<file path="config.mk">
export PLATFORM = sky130hd
export DESIGN_NAME = cpu_mem_access_flat
export DESIGN_NICKNAME = d
export VERILOG_FILES = /design/src/rtl/cpu_defs.sv /design/src/rtl/cpu_mem_access_if.sv /design/src/rtl/cpu_mem_access_align.sv /design/src/rtl/cpu_mem_access.sv /design/src/flat_wrapper.sv
export SDC_FILE = /design/constraint.sdc
export NUM_CORES = 1
export LEC_CHECK = 0
export CORE_MARGIN = 10
export CORE_UTILIZATION = 40
export CTS_CLUSTER_DIAMETER = 150
export DETAILED_ROUTE_END_ITERATION = 10
export PLACE_DENSITY_LB_ADDON = 0.08
export SETUP_SLACK_MARGIN = 0.2
export SLEW_MARGIN = 30
export SYNTH_ARGS = -nofsm -noshare
export SYNTH_HDL_FRONTEND = slang
export SYNTH_SLANG_ARGS = --single-unit
export TNS_END_PERCENT = 10
</file>
<file path="constraint.sdc">
create_clock -name clk -period 2.35 [get_ports clk]
set_input_delay 0.5875 -clock clk [delete_from_list [all_inputs] [get_ports clk]]
set_output_delay 0.5875 -clock clk [all_outputs]
set_load 0.01 [all_outputs]
</file>
<file path="src/rtl/cpu_defs.sv">
// Shared CPU types: instruction opcodes, load/store unit states and the data-bus request bundle.
package cpu_defs;

    typedef enum logic [4:0] {
        OpNop, OpLb, OpLbu, OpLh, OpLhu, OpLw, OpLl, OpLwc1, OpLwl, OpLwr,
        OpSb, OpSh, OpSw, OpSc, OpSwl, OpSwr, OpSwc1
    } Oper_t;

    typedef enum logic [2:0] {StIdle, StReq, StWait, StDrain, StDone} LsuState_t;

    typedef struct packed {
        logic        req;
        logic        we;
        logic [31:0] addr;
        logic [3:0]  be;
        logic [31:0] wdata;
    } DBusReq_t;

endpackage

</file>
<file path="src/rtl/cpu_mem_access_if.sv">
// Request/grant/response data bus between the memory-access stage and the data memory.
interface cpu_mem_access_if #(
    parameter int unsigned ADDR_W = 32
);
    logic              req;
    logic              we;
    logic [ADDR_W-1:0] addr;
    logic [3:0]        be;
    logic [31:0]       wdata;
    logic              gnt;
    logic              rvalid;
    logic [31:0]       rdata;

    modport master (output req, we, addr, be, wdata, input gnt, rvalid, rdata);
    modport slave  (input req, we, addr, be, wdata, output gnt, rvalid, rdata);
endinterface

</file>
<file path="src/rtl/cpu_mem_access_align.sv">
// Load result formatter: picks, extends and merges bus read data into the final register value.
module mem_load_align
    import cpu_defs::*;
(
    input  Oper_t       op,
    input  logic [1:0]  offset,
    input  logic [31:0] rdata,
    input  logic [31:0] rt,
    output logic [31:0] word
);
    logic [7:0]  byte_sel;
    logic [15:0] half_sel;

    assign byte_sel = rdata[{offset, 3'b000} +: 8];
    assign half_sel = offset[1] ? rdata[31:16] : rdata[15:0];

    always_comb begin
        word = '0;
        case (op)
            OpLb:               word = {{24{byte_sel[7]}}, byte_sel};
            OpLbu:              word = {24'h0, byte_sel};
            OpLh:               word = {{16{half_sel[15]}}, half_sel};
            OpLhu:              word = {16'h0, half_sel};
            OpLw, OpLl, OpLwc1: word = rdata;
            OpLwl: begin
                unique case (offset)
                    2'd0: word = {rdata[7:0], rt[23:0]};
                    2'd1: word = {rdata[15:0], rt[15:0]};
                    2'd2: word = {rdata[23:0], rt[7:0]};
                    2'd3: word = rdata;
                endcase
            end
            OpLwr: begin
                unique case (offset)
                    2'd0: word = rdata;
                    2'd1: word = {rt[31:24], rdata[31:8]};
                    2'd2: word = {rt[31:16], rdata[31:16]};
                    2'd3: word = {rt[31:8], rdata[31:24]};
                endcase
            end
            // The write ack of a store-conditional means the store went through.
            OpSc:               word = 32'd1;
            default:            word = '0;
        endcase
    end
endmodule

</file>
<file path="src/rtl/cpu_mem_access.sv">
// Memory-access stage load/store unit: one bus transaction per op, stalling the pipe until done.
module cpu_mem_access
    import cpu_defs::*;
#(
    parameter int unsigned ADDR_W = 32
) (
    input  logic              clk,
    input  logic              rst,
    input  logic              flush,
    input  logic              pipe_stall,
    input  logic              mem_ce,
    input  logic              mem_we,
    input  logic [ADDR_W-1:0] mem_addr,
    input  logic [3:0]        mem_sel,
    input  logic [31:0]       mem_wdata,
    input  Oper_t             op,
    input  logic [31:0]       reg2,
    input  logic              llbit,
    input  logic              except_any,
    cpu_mem_access_if.master  dbus,
    output logic              stall_req,
    output logic              rdata_valid,
    output logic [31:0]       load_data
);
    LsuState_t   state_q;
    DBusReq_t    bus_q;
    Oper_t       op_q;
    logic [31:0] rt_q;
    logic [1:0]  off_q;
    logic [31:0] load_data_q;
    logic        rdata_valid_q;
    logic [31:0] aligned;
    logic        eff_op;

    assign eff_op = mem_ce & ~except_any & ~flush;

    mem_load_align u_align (
        .op     (op_q),
        .offset (off_q),
        .rdata  (dbus.rdata),
        .rt     (rt_q),
        .word   (aligned)
    );

    always_ff @(posedge clk) begin
        if (rst) begin
            state_q       <= StIdle;
            bus_q         <= '0;
            op_q          <= OpNop;
            rt_q          <= '0;
            off_q         <= '0;
            load_data_q   <= '0;
            rdata_valid_q <= 1'b0;
        end else begin
            unique case (state_q)
                StIdle: begin
                    if (eff_op) begin
                        op_q  <= op;
                        rt_q  <= reg2;
                        off_q <= mem_addr[1:0];
                        // A store-conditional with a lost link never touches the bus.
                        if (op == OpSc && !llbit) begin
                            load_data_q   <= '0;
                            rdata_valid_q <= 1'b1;
                            state_q       <= StDone;
                        end else begin
                            bus_q <= '{req:   1'b1,
                                       we:    mem_we,
                                       addr:  32'({mem_addr[ADDR_W-1:2], 2'b00}),
                                       be:    mem_sel,
                                       wdata: mem_wdata};
                            state_q <= StReq;
                        end
                    end
                end
                StReq: begin
                    if (dbus.gnt) begin
                        bus_q.req <= 1'b0;
                        state_q   <= flush ? StDrain : StWait;
                    end else if (flush) begin
                        bus_q.req <= 1'b0;
                        state_q   <= StIdle;
                    end
                end
                StWait: begin
                    if (dbus.rvalid) begin
                        if (flush) begin
                            state_q <= StIdle;
                        end else begin
                            load_data_q   <= aligned;
                            rdata_valid_q <= 1'b1;
                            state_q       <= StDone;
                        end
                    end else if (flush) begin
                        state_q <= StDrain;
                    end
                end
                StDrain: begin
                    if (dbus.rvalid) state_q <= StIdle;
                end
                StDone: begin
                    if (flush || !pipe_stall) begin
                        rdata_valid_q <= 1'b0;
                        state_q       <= StIdle;
                    end
                end
                default: state_q <= StIdle;
            endcase
        end
    end

    assign dbus.req    = bus_q.req;
    assign dbus.we     = bus_q.we;
    assign dbus.addr   = bus_q.addr[ADDR_W-1:0];
    assign dbus.be     = bus_q.be;
    assign dbus.wdata  = bus_q.wdata;
    assign load_data   = load_data_q;
    assign rdata_valid = rdata_valid_q;

    // A new op arriving during a drain waits until the abandoned response is swallowed.
    assign stall_req = ~rst & ((state_q == StIdle && eff_op) || state_q == StReq ||
                               state_q == StWait || (state_q == StDrain && mem_ce));
endmodule
</file>
<file path="src/flat_wrapper.sv">
// flat-port wrapper written by rule: the top's interface ports become plain ports
module cpu_mem_access_flat import cpu_defs::*;
#(
    parameter int unsigned ADDR_W = 32
)
  (clk, rst, flush, pipe_stall, mem_ce, mem_we, mem_addr, mem_sel, mem_wdata, op, reg2, llbit, except_any, stall_req, rdata_valid, load_data, dbus_req, dbus_we, dbus_addr, dbus_be, dbus_wdata, dbus_gnt, dbus_rvalid, dbus_rdata);
  cpu_mem_access_if #(.ADDR_W(ADDR_W)) dbus_i ();
  input  logic clk;
  input  logic rst;
  input  logic flush;
  input  logic pipe_stall;
  input  logic mem_ce;
  input  logic mem_we;
  input  logic [ADDR_W-1:0] mem_addr;
  input  logic [3:0] mem_sel;
  input  logic [31:0] mem_wdata;
  input  Oper_t op;
  input  logic [31:0] reg2;
  input  logic llbit;
  input  logic except_any;
  output logic stall_req;
  output logic rdata_valid;
  output logic [31:0] load_data;
  output wire logic [$bits(dbus_i.req)-1:0] dbus_req;
  output wire logic [$bits(dbus_i.we)-1:0] dbus_we;
  output wire logic [$bits(dbus_i.addr)-1:0] dbus_addr;
  output wire logic [$bits(dbus_i.be)-1:0] dbus_be;
  output wire logic [$bits(dbus_i.wdata)-1:0] dbus_wdata;
  input wire logic [$bits(dbus_i.gnt)-1:0] dbus_gnt;
  input wire logic [$bits(dbus_i.rvalid)-1:0] dbus_rvalid;
  input wire logic [$bits(dbus_i.rdata)-1:0] dbus_rdata;
  assign dbus_req = dbus_i.req;
  assign dbus_we = dbus_i.we;
  assign dbus_addr = dbus_i.addr;
  assign dbus_be = dbus_i.be;
  assign dbus_wdata = dbus_i.wdata;
  assign dbus_i.gnt = dbus_gnt;
  assign dbus_i.rvalid = dbus_rvalid;
  assign dbus_i.rdata = dbus_rdata;
  cpu_mem_access #(.ADDR_W(ADDR_W)) u_core (.clk(clk), .rst(rst), .flush(flush), .pipe_stall(pipe_stall), .mem_ce(mem_ce), .mem_we(mem_we), .mem_addr(mem_addr), .mem_sel(mem_sel), .mem_wdata(mem_wdata), .op(op), .reg2(reg2), .llbit(llbit), .except_any(except_any), .dbus(dbus_i), .stall_req(stall_req), .rdata_valid(rdata_valid), .load_data(load_data));
endmodule
</file>
==> impl_metrics.json <==
{
  "critPathCaptureType": "flip-flop",
  "power.share.clock": 0.450,
  "r2r_start": "u_core.state_q[0]",
  "drv_slew": 0,
  "switching_share": 0.243,
  "hold_end": "u_core.load_data[22]",
  "rsz0062_at_grt": "yes",
  "synthFlopType": "dfxtp_1",
  "grt.overflow.total": 0,
  "power.density_mw_per_mm2": 591,
  "fin_util": 0.632,
  "ys_seq_area_frac": 0.419,
  "clk_path_buf_depth": 2,
  "cp_slowest_stage_delay_ns": 0.44,
  "drt_pass1_iterations": 6,
  "cp.arrival_ns": 2.53,
  "netlist_instances": 835,
  "cts.htree.levels": 4,
  "hold_depth": 2,
  "fin_skew_ns": 0.0104,
  "r2r_end": "u_core.load_data[8]",
  "grt_pass1_wl_um": 38200,
  "io_pins": 251,
  "p_int_mw": 4.71,
  "synth_cell_type_count": 61,
  "relSlewSlack": 0.585,
  "numPortBuffers": 248,
  "wl_um": 25300,
  "crit_fanout": 7,
  "die_w_um": 151,
  "initial_core_util": 0.410,
  "post_cts_buffers": 0,
  "yosysTopAreaCell": "dfxtp_1",
  "finalNonFillerCells": 1333,
  "setup_violations": 0,
  "syn_area_sq_mm": 0.00683,
  "die_area_sq_mm": 0.0227,
  "clkSlewWorstSetupHoldPaths_ns": 0.06,
  "area_growth_pct": 54.1,
  "gp_congestion": 0.941,
  "criticalPathCategory": "in -> reg",
  "cp.required_ns": 2.72,
  "rr_worst_depth": 6,
  "yosys_warnings": 0,
  "grt_pass1_vias": 6984,
  "via_per_inst": 5.34,
  "max-vdd-ir-drop_v": 0.000497,
  "final_cell_mix": "246 x nand2_1, 244 x clkdlybuf4s50_1, 139 x dfxtp_1",
  "die_y_um": 151,
  "antenna_found_initial": 4,
  "drive_above_1_share": 0.132,
  "cts-root-buf": "clkbuf_16",
  "first_iter_violations": 603,
  "r2r_slack_ns": 0.21,
  "worstMarginPinSlew_ns": 0.621,
  "wl_per_cell_um": 19.0,
  "mostFrequentLayoutCell": "nand2_1",
  "synth.top_cells.by_area": "dfxtp_1 42%, nand2_1 14%, a21oi_1 9.8%, mux4_2 5.6%, mux2i_1 3.1%",
  "grt_usage": 0.216,
  "leakage_nw": 3.69,
  "fin_crit_sh": 0.921,
  "async_flop_share": 0,
  "synth_edf_count": 0,
  "via_count": 7122,
  "dp.cells": 1299,
  "grt_max_degree": 53,
  "power_switching_mw": 1.51,
  "combPwrFrac": 0.142,
  "rows": 47,
  "maxCapViolCount": 0,
  "antenna_left": 0,
  "drc_errors": 0,
  "hpwl_um": 19100,
  "core_sq_mm": 0.0166,
  "synth-seq-cells": 143,
  "cts_buffers": 17,
  "worstHoldStart": "u_core.load_data[22]",
  "clock_latency_ns": 0.42,
  "layout.nets": 1245,
  "clock-sinks": 143,
  "critPathLaunchType": "primary input",
  "cp_slowest_cell": "or4_4",
  "status": "completed",
  "fmax_ghz": 0.462,
  "hold_viol": 0,
  "synth_top_area_frac": 0.419,
  "crit_chain": "dlygate4sd2_1, nand3b_4, or4_4, a2111o_4, a2111oi_4, buf_6, a221o_1",
  "hp-class": "reg -> reg",
  "cts_tree": "built",
  "period_minus_slack_ns": 2.16,
  "power_frac_seq": 0.409,
  "avgSynthCellArea_sq_um": 8.17
}
worst max path at each step:
stage,start,to,cells past startpoint
after floorplan,rst,u_core.load_data[10],5
after global routing,flush,u_core.load_data[8],7
after detailed placement,flush,u_core.load_data[8],7
final,flush,u_core.load_data[8],7
after CTS,dbus_rvalid,u_core.load_data[8],7
after global placement,flush,u_core.load_data[14],7
critical path, delay by kind of cell:
family	cells	cell delay, ns
AOI/OAI and AO/OA	3	0.88
and+or+nand+nor	2	0.61
buffers and inverters	2	0.45
state kept, by name, indices dropped and copies added (netlist names):
| register | flops |
|---|---|
| u_core.dbus.req | 1 |
| u_core.state_q | 3 |
| u_core.dbus.addr | 30 |
| u_core.dbus.wdata | 32 |
| u_core.dbus.be | 4 |
| u_core.off_q | 2 |
| u_core.load_data | 32 |
| u_core.dbus.we | 1 |
| u_core.rdata_valid | 1 |
| u_core.op_q | 5 |
| u_core.rt_q | 32 |
area by class of cell:
class	count	area, sq um
multi-input cells	617	3670
flip-flops and latches	143	2870
clock inverters	9	134
well taps	220	275
repair buffers	315	3080
fillers	1475	6130
diodes	3	7.51
inverters	4	15.0
clock buffers	22	464
timing repair:
action,CTS,global route
endpoints found under the setup margin,14,17
pin swaps,0,1
gates resized for setup,7,4
hold buffers,0,0
cell usage after synthesis (2+ instances only):
master / number
a21oi_1: 134
mux2i_1: 21
mux2_2: 11
clkbuf_1: 50
a2bb2o_1: 3
or3_1: 3
a211o_1: 2
nand3_1: 2
o21ai_1: 4
nor2b_1: 2
mux4_2: 17
o21ai_0: 32
or2_2: 2
dfxtp_1: 143
a221o_1: 14
a211oi_2: 2
nand4_1: 2
a2bb2oi_1: 2
inv_1: 3
buf_1: 2
nand2_1: 247
nor4b_1: 2
a22o_1: 13
a211oi_1: 18
buf_2: 14
a222oi_1: 2
a221oi_1: 3
nor3_1: 4
nor2_1: 26
nand2b_1: 2
a22oi_1: 10
buf_4: 5
nand3b_1: 4
a31oi_1: 7
routing by layer:
metal	vias up	GRT usage	share of wire
met5	-	0	0.00079
met4	2	0.0784	0.025
met3	43	0.110	0.12
met2	278	0.347	0.47
met1	3322	0.242	0.39
li1	3477	-	-
cells by family after synthesis:
| group | share of synthesized area |
|---|---|
| flip-flops | 0.419 |
| multiplexers | 0.105 |
| AO/OA/AOI/OAI | 0.238 |
| AND/OR/NAND/NOR | 0.188 |
| buffers and inverters | 0.0482 |
| other | 0.000549 |
through the flow:
stage | setup TNS [ns] | hold slack, ns | power, mW | worst slack [ns] | area (sq um)
2_1_floorplan | 0 | 0.432 | 2.94 | 0.156 | 6830
4_1_cts | 0 | 0.453 | 6.26 | 0.140 | 10500
3_5_place_dp | -9.35 | 0.441 | 3.47 | -0.332 | 9900
3_3_place_gp | -6.63 | 0.441 | 3.46 | -0.285 | 9900
6_report | 0 | 0.448 | 6.21 | 0.185 | 10500
5_1_grt | 0 | 0.466 | 6.44 | 0.146 | 10500
power groups by stage:
stage	logic [mW]	registers (mW)	clock network [mW]
final	0.879	2.54	2.79
after global routing	0.949	2.55	2.94
after CTS	0.882	2.54	2.84
after detailed placement	0.877	2.59	0
after global placement	0.873	2.59	0
after floorplan	0.345	2.59	0
Power figures use the tool's default switching activity.
